--- config.mk ---
export PLATFORM = sky130hd
export DESIGN_NAME = rob_retire
export DESIGN_NICKNAME = d
export VERILOG_FILES = /design/src/rtl/rob_retire.sv
export SDC_FILE = /design/constraint.sdc
export NUM_CORES = 1
export LEC_CHECK = 0
export CORE_MARGIN = 5
export CORE_UTILIZATION = 61
export DETAILED_ROUTE_END_ITERATION = 10
export PLACE_DENSITY = 0.82
export SYNTH_ARGS = -nofsm -noshare
export SYNTH_HDL_FRONTEND = slang
export SYNTH_SLANG_ARGS = --single-unit
--- constraint.sdc ---
create_clock -name clk -period 5.4 [get_ports clk]
set_clock_uncertainty 0.1 [all_clocks]
set_input_delay 1.35 -clock clk [delete_from_list [all_inputs] [get_ports clk]]
set_output_delay 1.35 -clock clk [all_outputs]
set_load 0.005 [all_outputs]
--- src/rtl/rob_retire.sv ---
// rob_retire: 16-entry reorder buffer with a 2-wide in-order retire stage.
//
// Dispatch allocates up to two entries per cycle in program order. Slot 1 is
// the older instruction. Slot 2 is accepted only alongside slot 1. The three
// functional units mark entries complete by ROB index. Up to two completed
// entries retire from the head each cycle. The retire outputs are registered
// and carry the old physical register, which goes back to the free pool.
//
// Ports:
//   clk, reset             rising-edge clock, synchronous active-high reset
//   alloc_valid_1/2        dispatch requests (slot 1 older)
//   alloc_rd/pd/old_pd_*   arch dest, new phys dest, previous mapping
//   alloc_ready            at least two free entries (from registered count)
//   alloc_idx_1/2          indices handed back to dispatch (tail, tail+1)
//   cmp_valid_0..2/idx     completion notices from FU0/FU1 (ALU), FU2 (mem)
//   ret_valid_1/2          retire strobes, registered (slot 1 older)
//   ret_rd/pd/old_pd_*     fields of the retired entries, held when idle
//   count, empty, full     occupancy
//
// Optional feature: define ROB_FLUSH_EN to add a 'flush' input. Flush clears
// the whole buffer and takes priority over alloc, completion and retire.
module rob_retire #(
  parameter int ROB_DEPTH = 16,
  parameter int IDX_W     = 4,
  parameter int PREG_W    = 6
) (
  input  logic              clk,
  input  logic              reset,
`ifdef ROB_FLUSH_EN
  input  logic              flush,
`endif
  input  logic              alloc_valid_1,
  input  logic [4:0]        alloc_rd_1,
  input  logic [PREG_W-1:0] alloc_pd_1,
  input  logic [PREG_W-1:0] alloc_old_pd_1,
  input  logic              alloc_valid_2,
  input  logic [4:0]        alloc_rd_2,
  input  logic [PREG_W-1:0] alloc_pd_2,
  input  logic [PREG_W-1:0] alloc_old_pd_2,
  output logic              alloc_ready,
  output logic [IDX_W-1:0]  alloc_idx_1,
  output logic [IDX_W-1:0]  alloc_idx_2,
  input  logic              cmp_valid_0,
  input  logic [IDX_W-1:0]  cmp_idx_0,
  input  logic              cmp_valid_1,
  input  logic [IDX_W-1:0]  cmp_idx_1,
  input  logic              cmp_valid_2,
  input  logic [IDX_W-1:0]  cmp_idx_2,
  output logic              ret_valid_1,
  output logic [4:0]        ret_rd_1,
  output logic [PREG_W-1:0] ret_pd_1,
  output logic [PREG_W-1:0] ret_old_pd_1,
  output logic              ret_valid_2,
  output logic [4:0]        ret_rd_2,
  output logic [PREG_W-1:0] ret_pd_2,
  output logic [PREG_W-1:0] ret_old_pd_2,
  output logic [IDX_W:0]    count,
  output logic              empty,
  output logic              full
);

  localparam logic [IDX_W:0]   CNT_MAX_ALLOC = (IDX_W+1)'(ROB_DEPTH - 2);
  localparam logic [IDX_W:0]   CNT_FULL      = (IDX_W+1)'(ROB_DEPTH);
  localparam logic [IDX_W-1:0] IDX_ONE       = IDX_W'(1);
  localparam logic [IDX_W-1:0] IDX_TWO       = IDX_W'(2);

  logic [ROB_DEPTH-1:0] valid_q, done_q;
  logic [ROB_DEPTH-1:0] valid_d, done_d;
  logic [ROB_DEPTH-1:0] alloc_mask, ret_mask, cmp_mask;
  logic [4:0]           rd_q     [ROB_DEPTH];
  logic [PREG_W-1:0]    pd_q     [ROB_DEPTH];
  logic [PREG_W-1:0]    old_pd_q [ROB_DEPTH];
  logic [IDX_W-1:0]     head_q, tail_q, head_p1, tail_p1;
  logic [IDX_W-1:0]     head_step, tail_step;
  logic [IDX_W:0]       count_q, count_d, n_acc, n_ret;
  logic                 flush_w;
  logic                 accept_1, accept_2, retire_1, retire_2;

`ifdef ROB_FLUSH_EN
  assign flush_w = flush;
`else
  assign flush_w = 1'b0;
`endif

  assign head_p1     = head_q + IDX_ONE;
  assign tail_p1     = tail_q + IDX_ONE;
  assign alloc_idx_1 = tail_q;
  assign alloc_idx_2 = tail_p1;
  assign alloc_ready = (count_q <= CNT_MAX_ALLOC) && !flush_w;
  assign count       = count_q;
  assign empty       = (count_q == '0);
  assign full        = (count_q == CNT_FULL);

  assign accept_1 = alloc_ready && alloc_valid_1;
  assign accept_2 = accept_1 && alloc_valid_2;
  assign retire_1 = valid_q[head_q] && done_q[head_q];
  assign retire_2 = retire_1 && valid_q[head_p1] && done_q[head_p1];

  assign n_acc = {{IDX_W{1'b0}}, accept_1} + {{IDX_W{1'b0}}, accept_2};
  assign n_ret = {{IDX_W{1'b0}}, retire_1} + {{IDX_W{1'b0}}, retire_2};

  always_comb begin
    alloc_mask = '0;
    ret_mask   = '0;
    cmp_mask   = '0;
    if (accept_1)    alloc_mask[tail_q]  = 1'b1;
    if (accept_2)    alloc_mask[tail_p1] = 1'b1;
    if (retire_1)    ret_mask[head_q]    = 1'b1;
    if (retire_2)    ret_mask[head_p1]   = 1'b1;
    if (cmp_valid_0) cmp_mask[cmp_idx_0] = 1'b1;
    if (cmp_valid_1) cmp_mask[cmp_idx_1] = 1'b1;
    if (cmp_valid_2) cmp_mask[cmp_idx_2] = 1'b1;
  end

  // Completions only land on entries that were already valid; a fresh
  // allocation clears 'done' so it overrides a same-cycle completion.
  assign valid_d   = (valid_q & ~ret_mask) | alloc_mask;
  assign done_d    = (done_q | (cmp_mask & valid_q)) & ~ret_mask & ~alloc_mask;
  assign count_d   = count_q + n_acc - n_ret;
  assign head_step = retire_2 ? IDX_TWO : (retire_1 ? IDX_ONE : '0);
  assign tail_step = accept_2 ? IDX_TWO : (accept_1 ? IDX_ONE : '0);

  // ---- state update / retire stage boundary ----
  always_ff @(posedge clk) begin
    if (reset || flush_w) begin
      valid_q     <= '0;
      done_q      <= '0;
      head_q      <= '0;
      tail_q      <= '0;
      count_q     <= '0;
      ret_valid_1 <= 1'b0;
      ret_valid_2 <= 1'b0;
    end else begin
      valid_q     <= valid_d;
      done_q      <= done_d;
      head_q      <= head_q + head_step;
      tail_q      <= tail_q + tail_step;
      count_q     <= count_d;
      ret_valid_1 <= retire_1;
      ret_valid_2 <= retire_2;
    end
  end

  always_ff @(posedge clk) begin
    if (reset) begin
      ret_rd_1     <= '0;
      ret_pd_1     <= '0;
      ret_old_pd_1 <= '0;
      ret_rd_2     <= '0;
      ret_pd_2     <= '0;
      ret_old_pd_2 <= '0;
    end else if (!flush_w) begin
      if (retire_1) begin
        ret_rd_1     <= rd_q[head_q];
        ret_pd_1     <= pd_q[head_q];
        ret_old_pd_1 <= old_pd_q[head_q];
      end
      if (retire_2) begin
        ret_rd_2     <= rd_q[head_p1];
        ret_pd_2     <= pd_q[head_p1];
        ret_old_pd_2 <= old_pd_q[head_p1];
      end
    end
  end

  // Entry payload needs no reset: it is only read when its valid bit is set.
  always_ff @(posedge clk) begin
    if (accept_1) begin
      rd_q[tail_q]     <= alloc_rd_1;
      pd_q[tail_q]     <= alloc_pd_1;
      old_pd_q[tail_q] <= alloc_old_pd_1;
    end
    if (accept_2) begin
      rd_q[tail_p1]     <= alloc_rd_2;
      pd_q[tail_p1]     <= alloc_pd_2;
      old_pd_q[tail_p1] <= alloc_old_pd_2;
    end
  end

endmodule
==> results.cfg, run 1 <==
[critical_path]
required_ns = 5.69
cp_max_fo = 30
worstSetupStartpointType = flop
critical_path_class = reg -> reg
cp.arrival_ns = 4.66
endpoint_kind = flop

[floorplanning]
fp.coreArea_um2 = 33400
die_w_um = 194
fp-row-count = 67
die_area_um2 = 37500
die_y_um = 194
start_util = 0.616
io_pins = 105

[synthesis]
synth_edf_count = 272
synth_nets = 1522
synth-seq-cells = 353
synth_seq_area_share = 0.476
synth.avg_cell_area_um2 = 14.3
synthFlopType = edfxtp_1
yosysWarnings = 0
netlist_instances = 1439
synth_area_um2 = 20600
synth_cell_types = 64
async_reset_ff_frac = 0

[clock_network]
cts_tree = done
clk_latency_ns = 0.54
cts_hold_buf = 0
cts_sinks = 353
post_cts_resized = 0
postCtsSetupRepairBufs = 0
clock-root-buffer = clkbuf_16
htree_levels = 2
cts_buffers = 37
cts.clk_slew.worst_paths_ns = 0.06
cts_buffer_depth = 3

[global_routing]
grt-ovfl-total = 0
grt_pass1_wl_um = 90700
antenna_found_initial = 2
grt_max_degree = 73
grt_usage = 0.316
grt_pass1_vias = 14300

[power_and_ir_drop]
switchingPower_w = 0.00154
seq_power_share = 0.491
pwr_density_cell_nw_per_um2 = 273
leakagePower_nw = 7.47
combPwrFrac = 0.118
clock_power_share = 0.391
swShare = 0.244
p_int_w = 0.00478
ir_drop_uv = 255

[hold_path]
worstHoldPathType = reg -> reg

[cells_and_area]
layout_common_cells = mux2_2, edfxtp_1, mux4_2
syn_to_final_growth_pct = 12.7
layout_commonest_cell = mux2_2
drive_gt1_frac = 0.380
final_area_um2 = 23200
num-nets-final = 1585

[drt]
wl_per_cell_um = 30.5
via_per_inst = 7.20
drc_errors = 0
ant_nets = 0
vias = 14300
drt_wl_total_um = 60500
dr.pass1.iters = 7
drtIter0Drc = 1868

[timing]
hold_viol = 0
slew_headroom = 0.214
setup_violations = 0
period_share = 0.808
fmax_mhz = 229
holdWs_ns = 0.354
period_needed_ns = 4.36
timing.setup.tns_ns = 0
slew_violations = 0
tightest_slew_ns = 1.18
rsz0062_at_grt = no

[place]
dpl-instance-area_um2 = 22000
numPortBuffers = 104
place_hpwl_um = 38500
globalplace.congestion = 0.957

[status]
outcome = complete, no violations

[flow_run]
cap_violations = 0
## logic make-up (layout without fill, tap and decap cells)
family	count (synthesis)	in the layout	share of synthesized area
buffers and inverters	161	253	0.0339
xor gates and xnor gates	10	10	0.00426
DFF	353	353	0.476
adders and majority gates	30	30	0.0197
other	0	2	0
muxes	456	456	0.349
AOI/OAI and AO/OA	160	160	0.0513
and+or+nand+nor	269	269	0.0657
## worst max-delay path, stage by stage, from the launching register on
cell	delay [ns]
dfxtp_4	0.60
inv_1	0.30
ha_4	0.44
and3b_1	0.20
a311oi_1	0.25
a221oi_1	0.13
a311oi_4	0.32
nor2_1	0.10
inv_1	0.13
ha_1	0.24
inv_1	0.06
ha_1	0.24
fa_1	0.39
ha_1	0.20
a21oi_1	0.13
nor2_1	0.06
nor2_1	0.12
xor2_1	0.16
nor2_1	0.05
## worst paths after layout
kind / start / endpoint / slack, ns / depth (start not counted)
max: head_q[0] / count[4] / 1.04 / 18
min: ret_rd_1[3] / ret_rd_1[3] / 0.35 / 2
max reg2reg: head_q[0] / count[4] / 1.04 / 18
min reg2reg: ret_rd_1[3] / ret_rd_1[3] / 0.35 / 2
## flip-flops by register name, summed over array words and instances, names as in the netlist, 6 cells and up
| name | cells |
|---|---|
| pd_q | 96 |
| valid_q | 16 |
| ret_old_pd_1 | 6 |
| rd_q | 80 |
| done_q | 16 |
| ret_pd_1 | 6 |
| old_pd_q | 96 |
| ret_old_pd_2 | 6 |
| ret_pd_2 | 6 |
## power by group through the flow
stage	Clock [W]	Sequential, W	Combinational, W
after detailed placement	0	0.00316	0.000730
after floorplan	0	0.00313	0.000456
after CTS	0.00248	0.00310	0.000736
after global routing	0.00259	0.00311	0.000792
after global placement	0	0.00315	0.000715
final	0.00247	0.00311	0.000746
## through the flow
stage,worst slack [ns],total power (W),cells,util
global route,0.717,0.00649,1981,0.694
global placement,0.986,0.00387,1911,0.660
floorplan,1.03,0.00359,1439,-
detailed placement,0.886,0.00389,1911,0.660
CTS,1.06,0.00632,1979,0.694
finish,1.04,0.00632,1981,0.694
## layout make-up
cell class / instances / area [um2]
Fill cell: 2291 / 10200
Clock inverter: 18 / 163
Tap cell: 448 / 561
Multi-Input combinational cell: 925 / 10100
Timing Repair Buffer: 150 / 1410
Sequential cell: 353 / 9800
Antenna cell: 2 / 5.00
Inverter: 35 / 131
Clock buffer: 50 / 975
## synthesized netlist by cell type, types with 18 or more instances
cell type,n,area [um2]
mux2_2,273,3070
nor3_1,18,90.1
dfxtp_1,81,1620
buf_2,50,250
ha_1,26,325
o21ai_0,32,160
inv_1,33,124
nor2_1,33,124
nand2_1,104,390
a21oi_1,50,250
mux4_2,181,4080
edfxtp_1,272,8170
clkbuf_1,59,221
nand3_1,42,210
## per-layer routing
metal | up-vias | share of wire | GRT usage
met5 | - | 0 | 0
met4 | 0 | 0.040 | 0.112
met3 | 176 | 0.11 | 0.0612
met2 | 1029 | 0.49 | 0.521
met1 | 7208 | 0.36 | 0.424
li1 | 5854 | - | -
Note: power is estimated with default switching activity, not from simulation.
==> run 2: changes to the inputs <==
--- a/config.mk
+++ b/config.mk
@@ -6,9 +6,9 @@
 export NUM_CORES = 1
 export LEC_CHECK = 0
 export CORE_MARGIN = 5
-export CORE_UTILIZATION = 61
+export CORE_UTILIZATION = 55
 export DETAILED_ROUTE_END_ITERATION = 10
-export PLACE_DENSITY = 0.82
+export PLACE_DENSITY = 0.78
 export SYNTH_ARGS = -nofsm -noshare
 export SYNTH_HDL_FRONTEND = slang
 export SYNTH_SLANG_ARGS = --single-unit
==> constraint.sdc (replaced) <==
create_clock -name clk -period 3.7 [get_ports clk]
set_clock_uncertainty 0.1 [all_clocks]
set_input_delay 0.925 -clock clk [delete_from_list [all_inputs] [get_ports clk]]
set_output_delay 0.925 -clock clk [all_outputs]
set_load 0.005 [all_outputs]
==> run 2 against run 1 <==
Largest cell class unchanged. Clock-buffer cell count is 12 higher. Sequential power is 45% higher. Clock power up 51%. Final cell count is 3.3% higher.
==> results.cfg, run 2 (same netlist as run 1, synthesis figures left out) <==
[timing]
slew_headroom = 0.310
fmax_mhz = 272
slew_violations = 0
period_share = 0.993
setup_violations = 0
rsz0062_at_grt = yes
period_needed_ns = 3.67
holdWs_ns = 0.353
hold_viol = 0
tightest_slew_ns = 1.04

[clock_network]
cts_tree = done
cts.clk_slew.worst_paths_ns = 0.06
cts_sinks = 353
cts_buffer_depth = 3
htree_levels = 2
clock-root-buffer = clkbuf_16
cts_buffers = 39
cts_hold_buf = 0
clk_latency_ns = 0.54

[power_and_ir_drop]
ir_drop_uv = 340
leakagePower_nw = 7.74
pwr_density_cell_nw_per_um2 = 396

[critical_path]
critical_path_class = reg -> reg
cp.arrival_ns = 3.96
endpoint_kind = flop
cp_cell_sequence = buf_12 -> mux4_2 -> mux2_2 -> mux2_2 -> nand2_4 -> inv_2 -> ha_4 -> inv_4 -> ha_4 -> nor2_2 -> ha_2 -> inv_2 -> ha_4 -> inv_2 -> fa_2 -> nor2_1
crit_buf_inv = 5
slowest_stage = fa_2
cp_max_fo = 10
path_delay_family = adder cells
required_ns = 3.99
worstSetupStartpointType = flop
slowest_delay_ns = 0.51

[place]
globalplace.congestion = 0.943
dpl-instance-area_um2 = 22500
post-place-cells = 1972
numPortBuffers = 104
place_hpwl_um = 39100

[global_routing]
grt_pass1_wl_um = 92100
grt_max_degree = 68
grt-ovfl-total = 0
grt_usage = 0.295
grt_pass1_vias = 14400
antenna_found_initial = 2

[drt]
drt_wl_total_um = 61500
vias = 14400
dr.pass1.iters = 6
drc_errors = 0
via_per_inst = 7.02
wl_per_cell_um = 30.1
drtIter0Drc = 1936
ant_nets = 0

[status]
outcome = complete, no violations

[cells_and_area]
nFillCells = 2678
final_area_um2 = 23800
layout_common_cells = mux2_2, edfxtp_1, mux4_2
largestRegisters = old_pd_q: 96 flops, pd_q: 96 flops, rd_q: 80 flops
layout_commonest_cell = mux2_2
num-nets-final = 1630
drive_gt1_frac = 0.411
syn_to_final_growth_pct = 15.8
stdcell_count = 2046

[hold_path]
worstHoldPathType = reg -> reg

[floorplanning]
die_y_um = 203
fp-row-count = 70
fp.coreArea_um2 = 36800
die_w_um = 203
start_util = 0.559
io_pins = 105
die_area_um2 = 41300

[flow_run]
cap_violations = 0
==> run 2: metrics by stage <==
step,utilization,worst slack [ns],power [W],setup TNS [ns]
floorplan,-,-0.228,0.00525,-0.629
global placement,0.613,0.0956,0.00571,0
detailed placement,0.613,0.0200,0.00574,0
CTS,0.646,0.000829,0.00944,0
global route,0.647,-0.179,0.00973,-0.303
finish,0.647,0.0257,0.00943,0
==> run 2: worst paths after layout <==
check	from	end	slack [ns]	cells past startpoint
worst min register to register	ret_pd_1[3]	ret_pd_1[3]	0.35	2
worst min-delay path	ret_pd_1[3]	ret_pd_1[3]	0.35	2
worst max-delay path	head_q[1]	count[2]	0.03	16
worst max register to register	head_q[1]	count[2]	0.03	16
==> run 2: tightest hold or removal path, cell delays in order (launching register included) <==
cell and delay (ns):
dfxtp_1 0.30, nand2_1 0.05, a21oi_1 0.05
==> run 2: power by group <==
group	switching (W)	internal, W	total, W
combinational	0.000588	0.000576	0.00116
sequential	0.0000927	0.00443	0.00452
clock	0.00156	0.00219	0.00374
==> run 2: cell type report <==
type,count,area (um2),share of cell area
timing repair buffer,193,1870,0.0785
clock inverter,8,68.8,0.00289
antenna,2,5.00,0.000210
inverter,35,138,0.00578
multi-input combinational,925,10200,0.428
clock buffer,62,1140,0.0480
sequential,353,9800,0.412
tap,468,586,0.0246
==> run 2: what timing repair did <==
action,CTS,global route
setup endpoints to repair,1,9
pin swaps,0,10
gates resized for setup,1,10
setup buffers,0,3
==> run 2: layer usage <==
| layer | vias to the layer above | routed length, um | GRT usage |
|---|---|---|---|
| met4 | 0 | 1920 | 0.0913 |
| li1 | 5921 | - | - |
| met1 | 7307 | 23500 | 0.415 |
| met5 | - | 0 | 0 |
| met3 | 146 | 6940 | 0.0611 |
| met2 | 980 | 29100 | 0.469 |
==> run 3: changes to the inputs <==
--- a/config.mk
+++ b/config.mk
@@ -5,10 +5,11 @@
 export SDC_FILE = /design/constraint.sdc
 export NUM_CORES = 1
 export LEC_CHECK = 0
-export CORE_MARGIN = 5
+export CORE_ASPECT_RATIO = 1.25
 export CORE_UTILIZATION = 55
 export DETAILED_ROUTE_END_ITERATION = 10
 export PLACE_DENSITY = 0.78
+export SLEW_MARGIN = 15
 export SYNTH_ARGS = -nofsm -noshare
 export SYNTH_HDL_FRONTEND = slang
 export SYNTH_SLANG_ARGS = --single-unit
==> run 3 against run 2 <==
Clock-buffer cell count is 7 lower. Non-clock buffer count fell by 2. Routed wire length is 0.57% lower. Register-to-register slack better by 0.07 ns. First-iteration DRC count decreased by 14%. Sequential cell count is the same. Power fell by 1.7%. Sequential power about the same. Critical path type unchanged. Largest power group unchanged.
==> results.cfg, run 3 (same netlist as run 1, synthesis figures left out) <==
[hold_path]
worstHoldPathType = reg -> reg
worstHoldStart = ret_pd_1[1]

[timing]
hold_viol = 0
period_needed_ns = 3.60
period_share = 0.974
setup_violations = 0
slew_violations = 0
fmax_mhz = 277
rsz0062_at_grt = yes
slew_headroom = 0.320
tightest_slew_ns = 1.02

[cells_and_area]
num-nets-final = 1626
multi_input_area_um2 = 10200
nFillCells = 2619
layout_common_cells = mux2_2, edfxtp_1, mux4_2
n_antenna_cell = 0
final_area_um2 = 23800
postLayoutCoreUtil = 0.652
register_area_um2 = 9800
drive_gt1_frac = 0.409
largestRegisters = old_pd_q: 96 flops, pd_q: 96 flops, rd_q: 80 flops
syn_to_final_growth_pct = 16.0

[drt]
dr.pass1.iters = 5
ant_nets = 0
drtIter0Drc = 1669
via_per_inst = 6.96
wl_per_cell_um = 29.8
drt_wl_total_um = 61200
vias = 14300
drc_errors = 0

[clock_network]
cts_buffers = 37
cts_tree = done
clock-root-buffer = clkbuf_16
htree_levels = 2
cts_sinks = 353
cts_buffer_depth = 3
cts.clk_slew.worst_paths_ns = 0.06
clk_latency_ns = 0.54

[floorplanning]
io_pins = 105
start_util = 0.562
die_w_um = 175
fp.coreArea_um2 = 36600
die_area_um2 = 38200
fp-row-count = 78
die_y_um = 218

[global_routing]
grt_pass1_wl_um = 90500
antenna_found_initial = 0
grt_usage = 0.325
grt-ovfl-total = 0
grt_max_degree = 98
grt_pass1_vias = 14200

[place]
numPortBuffers = 104
globalplace.congestion = 1.00
dpl-instance-area_um2 = 22500
place_hpwl_um = 37800

[power_and_ir_drop]
leakagePower_nw = 7.72
p_int_w = 0.00704
ir_drop_uv = 333
power.total_w = 0.00927
switchingPower_w = 0.00223
clock_power_share = 0.389
combPwrFrac = 0.123
swShare = 0.241
pwr_density_cell_nw_per_um2 = 389
seq_power_share = 0.488

[critical_path]
worstSetupStartpointType = flop
startpoint = head_q[1]
cp.arrival_ns = 3.89
r2r-start = head_q[1]
endpoint_kind = flop
cp_max_fo = 7
critical_path_class = reg -> reg
required_ns = 3.98

[flow_run]
cap_violations = 0

[status]
outcome = complete, no violations
## run 3: cell count changes in the layout (fill, tap and decap cells not counted), moves of 3 or more
cell      change
clkbuf_1      -3
buf_4         -5
clkinv_1      +4
buf_6         -3
buf_12        +4
## run 3: final cells by class
cell class / count / share of cell area
Clock buffer: 55 / 0.0442
Clock inverter: 12 / 0.00393
Inverter: 35 / 0.00577
Multi-Input combinational cell: 925 / 0.430
Sequential cell: 353 / 0.411
Tap cell: 480 / 0.0252
Timing Repair Buffer: 191 / 0.0804
## run 3: worst paths after layout
path	endpoint	slack, ns	depth (start not counted)
setup / recovery	count[4]	0.1	17
hold / removal	ret_pd_1[1]	0.35	2
setup reg to reg	count[4]	0.1	17
hold reg to reg	ret_pd_1[1]	0.35	2
## run 3: per-stage QoR
step | hold WS (ns) | std cells | TNS (ns) | setup WS (ns)
2_1_floorplan | 0.353 | 1439 | -0.629 | -0.228
3_3_place_gp | 0.345 | 1975 | 0 | 0.0873
3_5_place_dp | 0.347 | 1975 | 0 | 0.0515
4_1_cts | 0.355 | 2042 | 0 | 0.0213
5_1_grt | 0.376 | 2051 | -0.148 | -0.0748
6_report | 0.353 | 2051 | 0 | 0.0961
## run 3: power groups by stage
stage	registers [W]	logic, W	clock network, W
2_1_floorplan	0.00457	0.000676	0
3_3_place_gp	0.00460	0.00107	0
3_5_place_dp	0.00461	0.00110	0
4_1_cts	0.00452	0.00111	0.00364
5_1_grt	0.00454	0.00120	0.00379
6_report	0.00453	0.00114	0.00361
## run 3: critical path, cell delays in order (launching register included)
cell	delay (ns)
dfxtp_4	0.39
buf_12	0.14
mux4_2	0.49
mux2_2	0.29
mux2_4	0.29
nand2_4	0.12
nor2_4	0.05
inv_2	0.09
ha_4	0.20
inv_2	0.06
ha_4	0.20
fa_2	0.37
ha_4	0.18
a21oi_2	0.11
nor2_1	0.06
nor2_1	0.12
xor2_1	0.15
nor2_1	0.05
## run 3: what timing repair did
item,in CTS,in global routing
hold buffers,0,0
resized for setup,0,16
setup buffers,0,8
endpoints found under the setup margin,0,3
## run 3: layer usage
| layer | vias to the layer above | GRT usage | wire length (um) |
|---|---|---|---|
| met1 | 7210 | 0.420 | 22100 |
| li1 | 5933 | - | - |
| met4 | 0 | 0.157 | 3080 |
| met3 | 180 | 0.0630 | 6200 |
| met5 | - | 0 | 0 |
| met2 | 947 | 0.529 | 29700 |
